==> config.mk <==
export PLATFORM = sky130hd
export DESIGN_NAME = kmeans_iter_ctrl
export DESIGN_NICKNAME = d
export VERILOG_FILES = /design/src/rtl/kmeans_iter_ctrl.sv
export SDC_FILE = /design/constraint.sdc
export NUM_CORES = 2
export LEC_CHECK = 0
export ABC_AREA = 1
export CORE_MARGIN = 3
export CORE_UTILIZATION = 38
export CTS_CLUSTER_SIZE = 12
export DETAILED_ROUTE_END_ITERATION = 8
export PLACE_DENSITY = 0.6
export SLEW_MARGIN = 20
export SYNTH_ARGS = -nofsm -noshare
export SYNTH_HDL_FRONTEND = slang
export SYNTH_SLANG_ARGS = --single-unit
==> constraint.sdc <==
create_clock -name clk -period 26.9 [get_ports clk]
set_clock_uncertainty 0.05 [all_clocks]
set_input_delay 6.725 -clock clk [delete_from_list [all_inputs] [get_ports clk]]
set_output_delay 6.725 -clock clk [all_outputs]
set_load 0.005 [all_outputs]
==> src/rtl/kmeans_iter_ctrl.sv <==
// Lloyd's-algorithm iteration controller: streams points through the assignment datapath,
// accumulates per-cluster sums, divides to new centroids. Optional macro: KMEANS_TOL_EN.
module kmeans_iter_ctrl #(
  parameter int unsigned AW       = 10,
  parameter int unsigned MAX_ITER = 16,
  parameter logic [15:0] TOL      = 16'h0010
) (
  input  logic          clk,
  input  logic          rst,
  input  logic          start,
  input  logic [AW-1:0] num_points,
  input  logic [47:0]   init_cx,
  input  logic [47:0]   init_cy,
  output logic          pt_rd_en,
  output logic [AW-1:0] pt_rd_addr,
  input  logic [31:0]   pt_rd_data,
  output logic          dp_valid,
  output logic [15:0]   dp_x,
  output logic [15:0]   dp_y,
  input  logic          dp_result_valid,
  input  logic [1:0]    dp_cluster,
  output logic [47:0]   cent_x,
  output logic [47:0]   cent_y,
  output logic          busy,
  output logic          done,
  output logic          converged,
  output logic [4:0]    iter_count
);

  localparam int unsigned DW = 16 + AW;
  localparam int unsigned BW = $clog2(DW);
  localparam logic [BW-1:0] BitLast = BW'(DW - 1);
  localparam logic [AW-1:0] One     = AW'(1);
  localparam logic [4:0]    MaxIter = 5'(MAX_ITER);
`ifdef KMEANS_TOL_EN
  localparam logic [15:0] Tol = TOL;
`else
  // Exact-match mode is simply a zero tolerance.
  localparam logic [15:0] Tol = TOL & 16'h0000;
`endif

  typedef enum logic [2:0] {
    StIdle, StLoad, StAssign, StDrain, StUpdate, StCheck, StDone
  } state_e;

  state_e                  state_q;
  logic [AW-1:0]           num_q, addr_q, ret_q, ret_d;
  logic                    rd_en_q, dp_valid_q;
  logic [15:0]             pt_x_q, pt_y_q;
  logic [2:0][DW-1:0]      sum_x_q, sum_y_q;
  logic [2:0][AW-1:0]      cnt_q;
  logic [2:0][15:0]        cent_x_q, cent_y_q, new_x_q, new_y_q;
  logic [2:0]              sel_q;
  logic [BW-1:0]           bcnt_q;
  logic [DW-1:0]           dvd_q;
  logic [AW-1:0]           rem_q;
  logic                    busy_q, done_q, conv_q;
  logic [4:0]              iter_q;

  logic                    acc_en;
  logic [1:0]              acc_c, div_c;
  logic [DW-1:0]           div_sum, cur_dvd, dvd_nxt;
  logic [AW-1:0]           div_cnt, cur_rem, rem_nxt;
  logic [AW:0]             trial, diff;
  logic [15:0]             div_old, div_res;
  logic                    all_close;

  function automatic logic close_enough(input logic [15:0] a, input logic [15:0] b);
    logic [15:0] d;
    d = (a >= b) ? (a - b) : (b - a);
    return d <= Tol;
  endfunction

  assign acc_en = dp_result_valid && (state_q == StAssign || state_q == StDrain);
  assign acc_c  = dp_cluster - 2'd1;
  assign ret_d  = acc_en ? ret_q + One : ret_q;

  // Restoring divider step; operands are muxed in on the first bit so the accumulator
  // update landing on the DRAIN->UPDATE edge is still seen.
  always_comb begin
    div_c   = sel_q[2:1];
    div_sum = sel_q[0] ? sum_y_q[div_c] : sum_x_q[div_c];
    div_old = sel_q[0] ? cent_y_q[div_c] : cent_x_q[div_c];
    div_cnt = cnt_q[div_c];
    cur_dvd = (bcnt_q == '0) ? div_sum : dvd_q;
    cur_rem = (bcnt_q == '0) ? '0 : rem_q;
    trial   = {cur_rem, cur_dvd[DW-1]};
    // rem < divisor keeps trial < 2*divisor, so the diff MSB is exactly the borrow.
    diff    = trial - {1'b0, div_cnt};
    dvd_nxt = {cur_dvd[DW-2:0], ~diff[AW]};
    rem_nxt = diff[AW] ? trial[AW-1:0] : diff[AW-1:0];
    div_res = (div_cnt == '0) ? div_old : dvd_nxt[15:0];
  end

  always_comb begin
    all_close = 1'b1;
    for (int c = 0; c < 3; c++) begin
      all_close = all_close & close_enough(new_x_q[c], cent_x_q[c])
                            & close_enough(new_y_q[c], cent_y_q[c]);
    end
  end

  always_ff @(posedge clk or posedge rst) begin
    if (rst) begin
      state_q    <= StIdle;
      num_q      <= '0;
      addr_q     <= '0;
      ret_q      <= '0;
      rd_en_q    <= 1'b0;
      dp_valid_q <= 1'b0;
      pt_x_q     <= '0;
      pt_y_q     <= '0;
      sum_x_q    <= '0;
      sum_y_q    <= '0;
      cnt_q      <= '0;
      cent_x_q   <= '0;
      cent_y_q   <= '0;
      new_x_q    <= '0;
      new_y_q    <= '0;
      sel_q      <= '0;
      bcnt_q     <= '0;
      dvd_q      <= '0;
      rem_q      <= '0;
      busy_q     <= 1'b0;
      done_q     <= 1'b0;
      conv_q     <= 1'b0;
      iter_q     <= '0;
    end else begin
      // Second stage of the point delay line (memory output register is the first).
      dp_valid_q <= rd_en_q;
      pt_x_q     <= pt_rd_data[31:16];
      pt_y_q     <= pt_rd_data[15:0];
      done_q     <= 1'b0;
      ret_q      <= ret_d;
      if (acc_en && dp_cluster != 2'd0) begin
        sum_x_q[acc_c] <= sum_x_q[acc_c] + {{AW{1'b0}}, pt_x_q};
        sum_y_q[acc_c] <= sum_y_q[acc_c] + {{AW{1'b0}}, pt_y_q};
        cnt_q[acc_c]   <= cnt_q[acc_c] + One;
      end
      unique case (state_q)
        StIdle: begin
          if (start) begin
            num_q    <= num_points;
            cent_x_q <= init_cx;
            cent_y_q <= init_cy;
            iter_q   <= '0;
            conv_q   <= 1'b0;
            busy_q   <= 1'b1;
            state_q  <= StLoad;
          end
        end
        StLoad: begin
          sum_x_q <= '0;
          sum_y_q <= '0;
          cnt_q   <= '0;
          ret_q   <= '0;
          if (num_q == '0) begin
            conv_q  <= 1'b1;
            done_q  <= 1'b1;
            state_q <= StDone;
          end else begin
            rd_en_q <= 1'b1;
            addr_q  <= '0;
            state_q <= StAssign;
          end
        end
        StAssign: begin
          if (addr_q == num_q - One) begin
            rd_en_q <= 1'b0;
            state_q <= StDrain;
          end else begin
            addr_q <= addr_q + One;
          end
        end
        StDrain: begin
          if (ret_d == num_q) begin
            sel_q   <= '0;
            bcnt_q  <= '0;
            state_q <= StUpdate;
          end
        end
        StUpdate: begin
          dvd_q <= dvd_nxt;
          rem_q <= rem_nxt;
          if (bcnt_q == BitLast) begin
            bcnt_q <= '0;
            if (sel_q[0]) new_y_q[div_c] <= div_res;
            else          new_x_q[div_c] <= div_res;
            if (sel_q == 3'd5) state_q <= StCheck;
            else               sel_q   <= sel_q + 3'd1;
          end else begin
            bcnt_q <= bcnt_q + 1'b1;
          end
        end
        StCheck: begin
          cent_x_q <= new_x_q;
          cent_y_q <= new_y_q;
          iter_q   <= iter_q + 5'd1;
          conv_q   <= all_close;
          if (all_close || (iter_q + 5'd1) == MaxIter) begin
            done_q  <= 1'b1;
            state_q <= StDone;
          end else begin
            state_q <= StLoad;
          end
        end
        StDone: begin
          busy_q  <= 1'b0;
          state_q <= StIdle;
        end
        default: state_q <= StIdle;
      endcase
    end
  end

  assign pt_rd_en   = rd_en_q;
  assign pt_rd_addr = addr_q;
  assign dp_valid   = dp_valid_q;
  assign dp_x       = pt_rd_data[31:16];
  assign dp_y       = pt_rd_data[15:0];
  assign cent_x     = cent_x_q;
  assign cent_y     = cent_y_q;
  assign busy       = busy_q;
  assign done       = done_q;
  assign converged  = conv_q;
  assign iter_count = iter_q;

endmodule

* After elaboration in Yosys (flattened, before gate mapping)
Index checks and enable logic that the tools add are counted.
** Storage, ports and cells
- Flip-flop bits (word level) :: 497
- Input bits :: 144
- Output and inout bits :: 148
** Cells by class
- Add/subtract/negate cells :: 23
- $lt $le $gt $ge :: 16
- Equality and inequality tests :: 20
- Multiplexer cells :: 82
- Bitwise logic cells :: 7
- Reductions and logical operators :: 28
** Operators by type and width (number)
- two-way mux 78 bit :: 4
- binary-select mux 26 bit (select 2 bit) :: 4
- one-hot mux 48 bit (2 select lines) :: 2
- subtractor 16 bit :: 12
- two-way mux 26 bit :: 7
- two-way mux 16 bit :: 11
- bitwise mux 78 bit :: 2
- bitwise mux 48 bit :: 2
- greater-or-equal comparator 16 bit :: 6
- <= comparator 16 x 1 -> 1 bit (second input constant) :: 6
- two-way mux 48 bit :: 2
- two-way mux 10 bit :: 9
- binary-select mux 16 bit (select 2 bit) :: 2
- two-way mux 30 bit :: 2
- adder 26 x 16 -> 26 bit :: 2
- demux 26 bit (select 2 bit) :: 1
- binary-select mux 10 bit (select 2 bit) :: 2
- demux 16 bit (select 2 bit) :: 1
- adder 10 x 1 -> 10 bit (second input constant) :: 3
- bitwise mux 30 bit :: 1
- two-way mux 3 bit :: 10
- demux 10 bit (select 2 bit) :: 1
- == test 10 bit :: 2
- logical NOT 10 bit :: 2
- other kinds (33) :: 80

* Depth between registers and ports, before layout
- Depth in word-level cells :: 11
- Depth in mapped cells :: 28
- Gate-level depth less buffers :: 26

* Least setup slack after synthesis
No wires, ideal clock.
- Path type :: in2out
- Start :: in pt_rd_data[16]
- End :: out dp_x[0]
- Arrival :: 6.836 ns
- Required time :: 20.125 ns
- Path slack :: 13.289 ns
- Cell stages on the path :: 1
- Buffers on the path :: 1
- Path through :: buf_4
** RTL lines
- start, declared :: line 16 : input logic [31:0] pt_rd_data,
- end, declared :: line 18 : output logic [15:0] dp_x,
No word-level cell between the ends.

* Worst setup path after layout
- Start :: in pt_rd_data[12]
- End :: out dp_y[12]
** RTL lines
- end, declared :: line 19 : output logic [15:0] dp_y,
No word-level cell between the ends.

==> flow_summary.json <==
{
  "powerDensity_mw_per_mm2": 52.5,
  "number_of_remaining_drc_errors": 0,
  "grt_overflow_total": 0,
  "layout_common_cells": "sky130_fd_sc_hd__nand2_1 (1,542), sky130_fd_sc_hd__inv_1 (788), sky130_fd_sc_hd__dfrtp_1 (497)",
  "beginning_of_the_critical_path": "pt_rd_data[12]",
  "post_synth_cell_types": 61,
  "sequential_area_share_after_synthesis": 0.333,
  "final.hold.worst_slack_ns": 0.373,
  "worst_hold_path_type": "reg -> reg",
  "regArea_sq_mm": 0.0124,
  "wl_per_cell_um": 19.7,
  "worstSkewPairLatency_ns": 0.66,
  "multi_input_area_sq_mm": 0.0206,
  "layout.cells.most_common": "sky130_fd_sc_hd__nand2_1",
  "die_x_um": 319,
  "number_of_cells_after_detailed_placement": 6779,
  "global_route.usage.total": 0.259,
  "tightest_slew_ns": 1.13,
  "power.static_leakage_uw": 0.0214,
  "rows": 114,
  "timing.fmax_ghz": 0.0690,
  "worst_r2r_startpoint": "sel_q[1]",
  "worst_path_max_fanout": 2,
  "drtPass1Iterations": 6,
  "cts-root-to-sink-buffers": 3,
  "crit_family": "buffers and inverters",
  "design.die.area_sq_mm": 0.102,
  "cts_tree": "yes",
  "cts-hold-fix-buffers": 0,
  "vdd_ir_drop_max_mv": 0.0393,
  "worst_hold_startpoint": "pt_rd_en",
  "detail_route.wirelength_um": 136000,
  "mappedNetlistNets": 5825,
  "antenna_violating_nets_post_route": 0,
  "setup_fix_bufs_post_cts": 0,
  "postSynth.topFlopCell": "sky130_fd_sc_hd__dfrtp_1",
  "floorplan.io_pins": 292,
  "crit_arrival_ns": 7.72,
  "clockRootBuffer": "sky130_fd_sc_hd__clkbuf_16",
  "antenna_violations_before_repair": 4,
  "cp_slowest_stage_delay_ns": 0.52,
  "period_share": 0.539,
  "critical_path_slowest_stage_cell": "sky130_fd_sc_hd__clkdlybuf4s50_1",
  "number_of_buffers_created_by_cts": 67,
  "groute.layer.met2.usage": 0.418,
  "floorplan.initialDensity": 0.385,
  "timing.critical_path.required_ns": 20.12,
  "status": "completed",
  "dpl.hpwl_um": 99500,
  "vias": 36965,
  "grt_first_pass_wirelength_um": 208000,
  "ctsHtreeMaxLevel": 3,
  "grt_pass1_vias": 35403,
  "worst_setup_hold_path_clk_slew_ns": 0.06,
  "finalCriticalPeriod_ns": 14.50,
  "die_y_um": 319,
  "syn-instance-count": 5436,
  "timing_worst_setup_path_type": "in -> out",
  "largest_net_degree_at_the_start_of_global_routing": 176,
  "synth_seq_cells": 497,
  "core_region_area_sq_mm": 0.0970,
  "met3_routing_resource_usage_after_global_routing": 0.0415,
  "grt_util_met1": 0.344,
  "relSlewSlack": 0.244,
  "crit_chain": "clkdlybuf4s50_1 -> clkdlybuf4s50_1",
  "n_antenna_cell": 0,
  "design_power_total_uw": 2260,
  "layout.filler_cells": 10104,
  "buffer_ports.inserted": 291,
  "slew_viol_final": 0,
  "finalSetupTns_ns": 0,
  "synth.yosys.warnings": 0,
  "timing.final.hold_violations": 0,
  "final_layout_size_suffix_gt1_frac": 0.0483,
  "finish.cell_count_without_fillers": 6892,
  "synthToLayoutAreaGrowth_pct": 15.6,
  "clock-sinks": 497,
  "timing.final.setup_violations": 0,
  "synth.cell_area_sq_mm": 0.0373,
  "postSynthAreaPerCell_sq_um": 6.86,
  "gp_routability_congestion": 0.981,
  "synth-edff-count": 0,
  "endpoint_kind": "output port",
  "synth-async-reset-ratio": 1.00,
  "critPathLaunchType": "primary input",
  "route.detailed.vias_per_inst": 5.36,
  "drv.max_cap_violation_count": 0,
  "cp_common_cell": "sky130_fd_sc_hd__clkdlybuf4s50_1",
  "final_net_count": 5961,
  "detailedRoute.firstIterationViolations": 3367,
  "most_utilized_layer_in_the_global_route_result": "met2",
  "rsz0062_at_grt": "no",
  "cts_resized": 0,
  "critPathBufInv": 2
}
==> cell families (layout without fill, tap and decap cells) <==
family          after synthesis  after routing  share of synthesized area
fa+ha+maj                   245            245                     0.0828
flops                       497            497                      0.333
xor+xnor                    146            146                     0.0343
buf+inv                    1081           1261                      0.115
compound gates             1182           1182                      0.183
simple gates               2285           2285                      0.251
==> synthesized netlist by cell type, drive strengths merged (2+ instances only) <==
library cell | number | area, sq um
o211ai | 24 | 180
nand3b | 4 | 30.0
a32oi | 5 | 43.8
o21ai | 531 | 2740
nor2 | 350 | 1370
o31ai | 2 | 15.0
ha | 242 | 3030
dfrtp | 497 | 12400
nor3 | 37 | 215
a21boi | 9 | 71.3
clkinv | 5 | 18.8
or2 | 3 | 18.8
o22ai | 279 | 1750
o21a | 14 | 113
and3 | 2 | 12.5
clkbuf | 149 | 562
fa | 3 | 60.1
a22oi | 7 | 52.6
o21bai | 26 | 214
xnor2 | 31 | 272
and2 | 8 | 50.1
nand3 | 252 | 1290
o221ai | 33 | 289
buf | 105 | 632
a31oi | 25 | 156
xor2 | 115 | 1010
a21oi | 218 | 1130
nor4 | 8 | 86.3
nand4 | 47 | 294
a21o | 8 | 60.1
nand2 | 1571 | 5980
inv | 822 | 3090
==> flip-flops by register name (all words and copies together), names as in the netlist, 3 cells and up <==
name	cells
sel_q	3
rem_q	10
sum_x_q	78
cent_y	48
pt_y_q	16
cnt_q	30
cent_x	48
num_q	10
pt_x_q	16
bcnt_q	5
new_x_q	48
iter_count	5
sum_y_q	78
new_y_q	48
state_q	3
dvd_q	26
ret_q	10
pt_rd_addr	10
==> path summary, 6_finish.rpt <==
check	slack, ns	to	depth (start not counted)
worst max-delay path	12.40	dp_y[12]	2
worst min-delay path	0.37	dp_valid	0
worst max register to register	20.73	new_x_q[16]	21
worst min register to register	0.37	dp_valid	0
max in group asynchronous	17.98	pt_rd_addr[6]	4
min in group asynchronous	6.54	new_x_q[1]	2
==> area by class of cell <==
type / instances / share of cell area
Clock buffer: 93 / 0.0454
Clock inverter: 20 / 0.00525
Inverter: 827 / 0.0724
Multi-Input combinational cell: 3858 / 0.478
Sequential cell: 497 / 0.289
Tap cell: 1276 / 0.0370
Timing Repair Buffer: 321 / 0.0733
==> stage by stage <==
stage          setup slack, ns  cell area [sq um]  utilization
4_1_cts                  12.37              43100        0.444
3_5_place_dp             12.37              40900        0.422
3_3_place_gp             12.40              40900        0.422
2_1_floorplan             6.25              37300            -
6_report                 12.40              43100        0.444
5_1_grt                  12.35              43100        0.444
==> power by group <==
group          switching, uW  internal (uW)  total, uW
Combinational            269            178        447
Clock                    364            537        900
Sequential              53.7            861        914
==> routing by layer <==
layer,up-vias,routed length [um]
met5,-,0
met4,0,6050
met3,241,10200
met2,1425,61100
met1,17408,58600
li1,17891,-
(Power assumes the default switching activity.)
